**src/rtl/harness_run_sequencer.sv**
```systemverilog
// ---------------------------------------------------------------------------
// harness_run_sequencer: staged reset release, run-cycle counting and sticky
// pass/fail/timeout verdict. Optional heartbeat: HARNESS_RUN_HEARTBEAT_EN.
// Revision: 1.0
// ---------------------------------------------------------------------------
`default_nettype none

module harness_run_sequencer #(
  parameter int ADC_RESET_CYCLES  = 37,
  parameter int CORE_RESET_CYCLES = 77,
  parameter int SUCCESS_HOLD      = 2,
  parameter int CNT_W             = 64
`ifdef HARNESS_RUN_HEARTBEAT_EN
  ,
  parameter int HB_LOG2           = 10
`endif
) (
  input  logic             clock,
  input  logic             reset_n,
  input  logic             start,
  input  logic [CNT_W-1:0] max_cycles,
  input  logic             success_in,
  input  logic             failure_in,
  output logic             adc_reset,
  output logic             core_reset,
  output logic             dsp_reset,
  output logic             running,
  output logic             done,
  output logic             pass,
  output logic             fail,
  output logic             timeout,
`ifdef HARNESS_RUN_HEARTBEAT_EN
  output logic             heartbeat,
`endif
  output logic [CNT_W-1:0] cycle_count
);

  localparam int SEQ_W = $clog2(CORE_RESET_CYCLES + 1);
  localparam int SUC_W = $clog2(SUCCESS_HOLD + 1);
  localparam logic [SEQ_W-1:0] C_ADC_LAST  = SEQ_W'(ADC_RESET_CYCLES - 1);
  localparam logic [SEQ_W-1:0] C_CORE_LAST = SEQ_W'(CORE_RESET_CYCLES - 1);
  localparam logic [SUC_W-1:0] C_SUC_MAX   = SUC_W'(SUCCESS_HOLD);

  typedef enum logic [2:0] {
    S_IDLE = 3'd0,
    S_HOLD = 3'd1,
    S_RUN  = 3'd2,
    S_PASS = 3'd3,
    S_FAIL = 3'd4
  } state_t;

  state_t           state_q, state_d;
  logic [SEQ_W-1:0] seq_q, seq_d;
  logic [SUC_W-1:0] succ_q, succ_d;
  logic [CNT_W-1:0] max_q, max_d;
  logic [CNT_W-1:0] cnt_q, cnt_d;
  logic             adc_q, adc_d;
  logic             core_q, core_d;
  logic             run_q, run_d;
  logic             done_q, done_d;
  logic             pass_q, pass_d;
  logic             fail_q, fail_d;
  logic             to_q, to_d;

  logic [CNT_W-1:0] w_cnt_inc;
  logic [SUC_W-1:0] w_succ_inc;
  logic             w_pass_hit;
  logic             w_timeout_hit;

  assign w_cnt_inc     = (&cnt_q) ? cnt_q : cnt_q + 1'b1;
  assign w_succ_inc    = (succ_q >= C_SUC_MAX) ? C_SUC_MAX : succ_q + 1'b1;
  assign w_pass_hit    = success_in && (w_succ_inc == C_SUC_MAX);
  assign w_timeout_hit = (max_q != '0) && (cnt_q == max_q);

  always_comb begin
    state_d = state_q;
    seq_d   = seq_q;
    succ_d  = succ_q;
    max_d   = max_q;
    cnt_d   = cnt_q;
    adc_d   = adc_q;
    core_d  = core_q;
    run_d   = run_q;
    done_d  = done_q;
    pass_d  = pass_q;
    fail_d  = fail_q;
    to_d    = to_q;
    case (state_q)
      S_IDLE: begin
        if (start) begin
          state_d = S_HOLD;
          seq_d   = '0;
          max_d   = max_cycles;
        end
      end
      S_HOLD: begin
        seq_d = seq_q + 1'b1;
        if (seq_q == C_ADC_LAST) adc_d = 1'b0;
        if (seq_q == C_CORE_LAST) begin
          core_d  = 1'b0;
          run_d   = 1'b1;
          state_d = S_RUN;
        end
      end
      S_RUN: begin
        cnt_d  = w_cnt_inc;
        succ_d = success_in ? w_succ_inc : '0;
        // Failure outranks timeout, which outranks success.
        if (failure_in) begin
          state_d = S_FAIL;
          fail_d  = 1'b1;
        end else if (w_timeout_hit) begin
          state_d = S_FAIL;
          fail_d  = 1'b1;
          to_d    = 1'b1;
        end else if (w_pass_hit) begin
          state_d = S_PASS;
          pass_d  = 1'b1;
        end
        if (failure_in || w_timeout_hit || w_pass_hit) begin
          done_d = 1'b1;
          run_d  = 1'b0;
        end
      end
      default: ;
    endcase
  end

  always_ff @(posedge clock) begin
    if (!reset_n) begin
      state_q <= S_IDLE;
      seq_q   <= '0;
      succ_q  <= '0;
      max_q   <= '0;
      cnt_q   <= '0;
      adc_q   <= 1'b1;
      core_q  <= 1'b1;
      run_q   <= 1'b0;
      done_q  <= 1'b0;
      pass_q  <= 1'b0;
      fail_q  <= 1'b0;
      to_q    <= 1'b0;
    end else begin
      state_q <= state_d;
      seq_q   <= seq_d;
      succ_q  <= succ_d;
      max_q   <= max_d;
      cnt_q   <= cnt_d;
      adc_q   <= adc_d;
      core_q  <= core_d;
      run_q   <= run_d;
      done_q  <= done_d;
      pass_q  <= pass_d;
      fail_q  <= fail_d;
      to_q    <= to_d;
    end
  end

`ifdef HARNESS_RUN_HEARTBEAT_EN
  logic hb_q, hb_d;

  always_comb begin
    hb_d = 1'b0;
    if (state_q == S_RUN) hb_d = (w_cnt_inc[HB_LOG2-1:0] == '0);
  end

  always_ff @(posedge clock) begin
    if (!reset_n) hb_q <= 1'b0;
    else          hb_q <= hb_d;
  end

  assign heartbeat = hb_q;
`endif

  assign adc_reset   = adc_q;
  assign core_reset  = core_q;
  assign dsp_reset   = core_q;
  assign running     = run_q;
  assign done        = done_q;
  assign pass        = pass_q;
  assign fail        = fail_q;
  assign timeout     = to_q;
  assign cycle_count = cnt_q;

endmodule

`default_nettype wire

```
**config.mk**
```make
export PLATFORM = sky130hd
export DESIGN_NAME = harness_run_sequencer
export DESIGN_NICKNAME = d
export VERILOG_FILES = /design/src/rtl/harness_run_sequencer.sv
export SDC_FILE = /design/constraint.sdc
export NUM_CORES = 1
export LEC_CHECK = 0
export CAP_MARGIN = 20
export CORE_MARGIN = 4
export CORE_UTILIZATION = 35
export CTS_BUF_LIST = sky130_fd_sc_hd__clkbuf_8
export DETAILED_ROUTE_END_ITERATION = 6
export PLACE_DENSITY = 0.58
export SLEW_MARGIN = 20
export SYNTH_ARGS = -nofsm -noshare
export SYNTH_HDL_FRONTEND = slang
export SYNTH_SLANG_ARGS = --single-unit
```
**constraint.sdc**
```tcl
create_clock -name clock -period 7.1 [get_ports clock]
set_input_delay 1.065 -clock clock [delete_from_list [all_inputs] [get_ports clock]]
set_output_delay 1.065 -clock clock [all_outputs]
set_load 0.03 [all_outputs]
```
# Yosys cells after proc, flatten, opt, wreduce, memory -nomap -nowiden
# Cells that the tools add are included.
dict set report word_totals {
  regBits 147
  latchBits 0
  ram_bits 0
  romBits 0
  out_inout_bits 72
  n_memories 0
}
dict set report op_classes {
  add_sub_neg 3
  mul 0
  div_mod_pow 0
  order_cmp 1
  n_eq_ne 10
  shift 0
  muxes 15
  bitwise_logic 3
  n_reduce_logical 22
}
# cell count
set ops {}
lappend ops {{$add 64x1->64 const B} 1}
lappend ops {{$eq 64x64->1} 1}
lappend ops {{$reduce_and 64->1} 1}
lappend ops {{$reduce_bool 64->1} 1}
lappend ops {{$mux 3} 5}
lappend ops {{$pmux 7 s2} 1}
lappend ops {{$reduce_and 2->1} 7}
lappend ops {{$pmux 3 s3} 1}
lappend ops {{$reduce_and 4->1} 2}
lappend ops {{$add 7x1->7 const B} 1}
lappend ops {{$eq 7x6->1 const B} 1}
lappend ops {{$eq 7x7->1 const B} 1}
lappend ops {{$mux 7} 1}
lappend ops {{$ne 2x2->1 const B} 3}
lappend ops {{$reduce_and 3->1} 2}
lappend ops {{$reduce_bool 2->1} 3}
lappend ops {{$mux 1} 4}
lappend ops {{$mux 2} 2}
lappend ops {{$ne 4x4->1 const B} 1}
lappend ops {{$eq 3x1->1 const B} 1}
lappend ops {{$eq 3x2->1 const B} 1}
lappend ops {{$logic_not 3->1} 1}
lappend ops {{$not 1->1} 3}
lappend ops {{$reduce_bool 3->1} 1}
lappend ops {{other kinds (6)} 8}

# Longest topological paths before layout
dict set report depth {
  ltp_word 8
  ltp_mapped 10
  depth_no_buf 9
}

# Worst setup path before layout
# Ideal clock, no wire load.
dict set report synth_path {
  path_kind {register to register}
  start {reg cnt_q[11], in the netlist cycle_count[11]}
  end {reg cnt_q[61], in the netlist cycle_count[61]}
  t_arrival_ps 2606
  t_required_ps 6985
  path_slack_ps 4379
  path_stages_with_launch 10
  synth_period_minus_slack_ps 2721
  path_cell_list {dfxtp_1 -> buf_2 -> nand4_2 -> or2_4 -> or4b_4 -> or3_1 -> buf_6 -> nor4_4 -> xor2_1 -> and2_1}
}
dict set report synth_via {
  elab_chain_len 3
  word_cells_on_any_way 4
  cone_classes {add/sub (1); bitwise (1); reduce/logical (2)}
}
# item line
set synth_rtl {}
lappend synth_rtl {{start, declared} 56} ;# logic [CNT_W-1:0] cnt_q, cnt_d;
lappend synth_rtl {{start signal, assigned} 148} ;# cnt_q <= cnt_d;
lappend synth_rtl {{parallel branches: the longest is 3 deep, another holds $add 64x1->64} -}
# Several ways; the timed one is not identified.
# A chain may end at the register's enable or synchronous reset.

# Worst setup path in the final report
dict set report layout_path {
  start {reg cnt_q[43], in the netlist cycle_count[43]}
  end {reg cnt_q[15], in the netlist cycle_count[15]}
}
dict set report layout_via {
  elab_chain_len 3
}
# item line
set layout_rtl {}
lappend layout_rtl {{$reduce_and 64->1} 70} ;# assign w_cnt_inc = (&cnt_q) ? cnt_q : cnt_q + 1'b1;
lappend layout_rtl {{$not 1->1 (no line)} -}
lappend layout_rtl {{$reduce_and 2->1 (no line)} -}
# No other way between the ends.

==> impl_results.md <==
* Leading post-synthesis cells by cell area: sky130_fd_sc_hd__dfxtp_1, sky130_fd_sc_hd__xnor2_1, sky130_fd_sc_hd__nand2_1, sky130_fd_sc_hd__a21boi_0, sky130_fd_sc_hd__and2_1
* Min Clock Period, post-route at 3.32 ns
* Net switching power at 0.744 mW
* Vias in the first global route at ~6100
* Internal power of the cells at about 1.4 mW
* Initial core utilization at approximately 36%
* Routed Wire Length at 22800 µm
* Largest stage delay on the critical path at ~0.9 ns
* Post-route worst setup slack at around 3.8 ns
* Post-synth cell types at 52
* Number of storage elements in the synthesis netlist at roughly 150
* Die Outline Area at approximately 23000 µm²
* Total power after layout at 2.12 mW
* Die width at approximately 150 µm
* Mapped Nets at 939
* GRT Residual Overflow at 0
* Antenna cells at 0
* Setup repair after global routing missed its margin: no
* Reg power frac at 47.9%
* Die height at ~150 µm
* Setup TNS at 0 ns
* Depth of the CTS H-tree at 4
* Switching power share of the total at between 30% and 40%
* Growth of design area from synthesis to finish at 25.9%
* Post-cts hold buffer count at 0
* Post-detailed-route count of antenna-violating nets at 0
* Async SR Flop Fraction at 0%
* Register area share after synthesis at between 40% and 50%
* Vias at around 6400
* Largest clock skew in the final design at about 0.020 ns
* Worst voltage drop across the vdd grid at between 0.1 and 0.15 mV
* Maximum Capacitance Violations at 0
* Total of fill cells in the finished design at 2081
* Worst hold margin at between 0.4 and 0.5 ns
* Max Slew Vio Count at 0
* Number of resized instances in the post-cts repair step at 0
* Average instance area after synthesis at roughly 8.5 µm²
* Post-synthesis instance area at between 7000 and 8000 µm²
* Clock sinks at roughly 150
* Share of the clock period used by the worst path after layout at around 47%
* Final standard cell area without fillers at 9230 µm²
* Library cell used as clock root buffer: sky130_fd_sc_hd__clkbuf_8
* Final core utilization at a little under half
* Type of element launching the critical path: register
* Maximum frequency from static timing analysis at 301 MHz
* Site row count at 52
* Kind of critical path: reg2reg
* Setup violation total in the final timing report at 0
* Fraction of power consumed by the clock network at between 20% and 30%
* Class of the most critical hold timing path: reg2reg
* CTS tree: yes
* DRC at 0
* Wire length of the first global-routing pass at between 30000 and 40000 µm
* Number of antenna violations at the first check in global routing at 0
* Clk pin slew, worst setup/hold paths at ~0.08 ns
* Dominant synthesized flop cell: sky130_fd_sc_hd__dfxtp_1
* Worst rel slew slack at 27.2%
* Critical Path AT at ~3.7 ns
* Per-cell routed wire length at about 18 µm
* HPWL after detailed placement at approximately 17000 µm
* Cell accounting for the most synthesized area: sky130_fd_sc_hd__dfxtp_1
* Required time at the worst-slack endpoint at about 7.5 ns
* Final number of hold-violating endpoints at 0
* Area share of the leading cell type in the synthesized netlist at roughly two fifths
* Result of the run: completed
* Area after detailed placement at roughly 8900 µm²
* Power Density at about 230 nW/µm²
* Post-Syn Instances at 867
* Router iterations before antenna repair at 4
* Leakage at 3.18 nW
* Placed Instances at around 1200
* Average vias per placed instance at a little over 5
* Worst-path maximum fanout at 27
* Area of the placeable core at between 20000 and 25000 µm²
* Count of warnings emitted by yosys at 0
* Total GRT Usage at between 10% and 20%
* Count of non-filler cells in the finished layout at approximately 1300
* Cell type of the slowest stage on the worst timing path: sky130_fd_sc_hd__a21o_1
* Share of post-route cells with drive strength above 1 at approximately 4.7%
* Most common library cells after synthesis: sky130_fd_sc_hd__nand2_1, sky130_fd_sc_hd__dfxtp_1, sky130_fd_sc_hd__xnor2_1
* Clock latency at the later pin of the worst-skew pair at ~0.46 ns
* Most numerous cell in the Yosys netlist: sky130_fd_sc_hd__nand2_1
* Setup repair bufs after CTS at 0
* Least-Margin Pin Slew at 1.09 ns
* Largest net degree at the start of global routing at 78
* Worst setup EP type: register
* Final GP Congestion at approximately 0.84
* Part of the power in combinational logic at between 20% and 30%
* Cell-by-cell listing of the critical path: nand4_1 > or4_1 > nor4_2 > a21o_1 > nor3_1 > xor2_1 > and2_1
* EDFF count, synth at 0
* Count of input and output buffers at 140
* Maximum clock path buffer count at 2
* Post-place setup slack at 3.79 ns
* Boundary Pins at around 140
* Cts bufs inserted at 17
* Total Nets Final at 1058
* DRT iter0 DRCs at ~500
-- layout by cell type (no fill, tap or decap), types with 4 or more instances in the layout --
cell type / count
sky130_fd_sc_hd__and2_1: 60
sky130_fd_sc_hd__nor4_1: 33
sky130_fd_sc_hd__a21boi_0: 72
sky130_fd_sc_hd__nand3_1: 20
sky130_fd_sc_hd__or3_1: 6
sky130_fd_sc_hd__o21ai_0: 13
sky130_fd_sc_hd__xor2_1: 35
sky130_fd_sc_hd__clkbuf_8: 20
sky130_fd_sc_hd__nor2b_1: 9
sky130_fd_sc_hd__and3_1: 7
sky130_fd_sc_hd__xnor2_1: 86
sky130_fd_sc_hd__dfxtp_1: 147
sky130_fd_sc_hd__and4_1: 5
sky130_fd_sc_hd__a31oi_1: 4
sky130_fd_sc_hd__nor2_1: 30
sky130_fd_sc_hd__a21oi_1: 6
sky130_fd_sc_hd__buf_4: 4
sky130_fd_sc_hd__inv_1: 15
sky130_fd_sc_hd__nand2_1: 167
sky130_fd_sc_hd__nor3_1: 20
sky130_fd_sc_hd__o21a_1: 4
sky130_fd_sc_hd__clkdlybuf4s50_1: 139
sky130_fd_sc_hd__nand4_1: 46
sky130_fd_sc_hd__or4_1: 5
sky130_fd_sc_hd__nor4_2: 7
-- kinds of logic (layout without fill, tap and decap cells) --
kind of cell,count (synthesis),in the layout,synth area share [%]
adder cells (fa/ha/maj),3,3,0.512
flip-flops,147,147,40.1
XOR/XNOR,121,121,14.5
buffers and inverters,54,183,3.12
AND/OR/NAND/NOR,434,434,31.3
AO/OA/AOI/OAI,108,108,10.5
-- state kept, by name (all words and copies together) (netlist names) --
name and count:
adc_reset 1, fail 1, seq_q 7, core_reset 1, running 1, done 1
timeout 1, max_q 64, pass 1, succ_q 2, state_q 3, cycle_count 64
-- power groups by stage --
stage	combinational, mW	clock, mW	sequential, mW
detailed placement	0.542	0	1.04
finish	0.539	0.568	1.02
global placement	0.541	0	1.03
floorplan	0.378	0	1.00
global route	0.603	0.619	1.03
CTS	0.544	0.586	1.02
-- metal layers --
metal	track usage (%)	vias up	share of wire, %
li1	-	3218	-
met3	4.09	30	5.1
met5	0	-	0
met1	28.0	3017	49
met2	28.5	169	43
met4	6.87	0	2.5
-- final timing paths --
check	start	endpoint	slack, ns	cells past startpoint
worst max-delay path	cycle_count[43]	cycle_count[15]	3.78	7
worst min-delay path	adc_reset	adc_reset	0.46	2
worst max register to register	cycle_count[43]	cycle_count[15]	3.78	7
worst min register to register	adc_reset	adc_reset	0.46	2
-- cell type report --
class	instances	area [µm²]	share of cell area [%]
Inverter	11	41.3	0.447
Clock buffer	20	275	2.98
Timing Repair Buffer	143	1420	15.4
Sequential cell	147	2940	31.9
Tap cell	270	338	3.66
Multi-Input combinational cell	666	4170	45.1
Clock inverter	9	45.0	0.488
-- critical path: cells and delay by family (launching register included) --
family                    cells  cell delay, ns
AOI/OAI and AO/OA             1            0.92
xor gates and xnor gates      1            0.20
DFF                           1            0.46
and+or+nand+nor               5            1.61
Power figures use the tool's default switching activity.
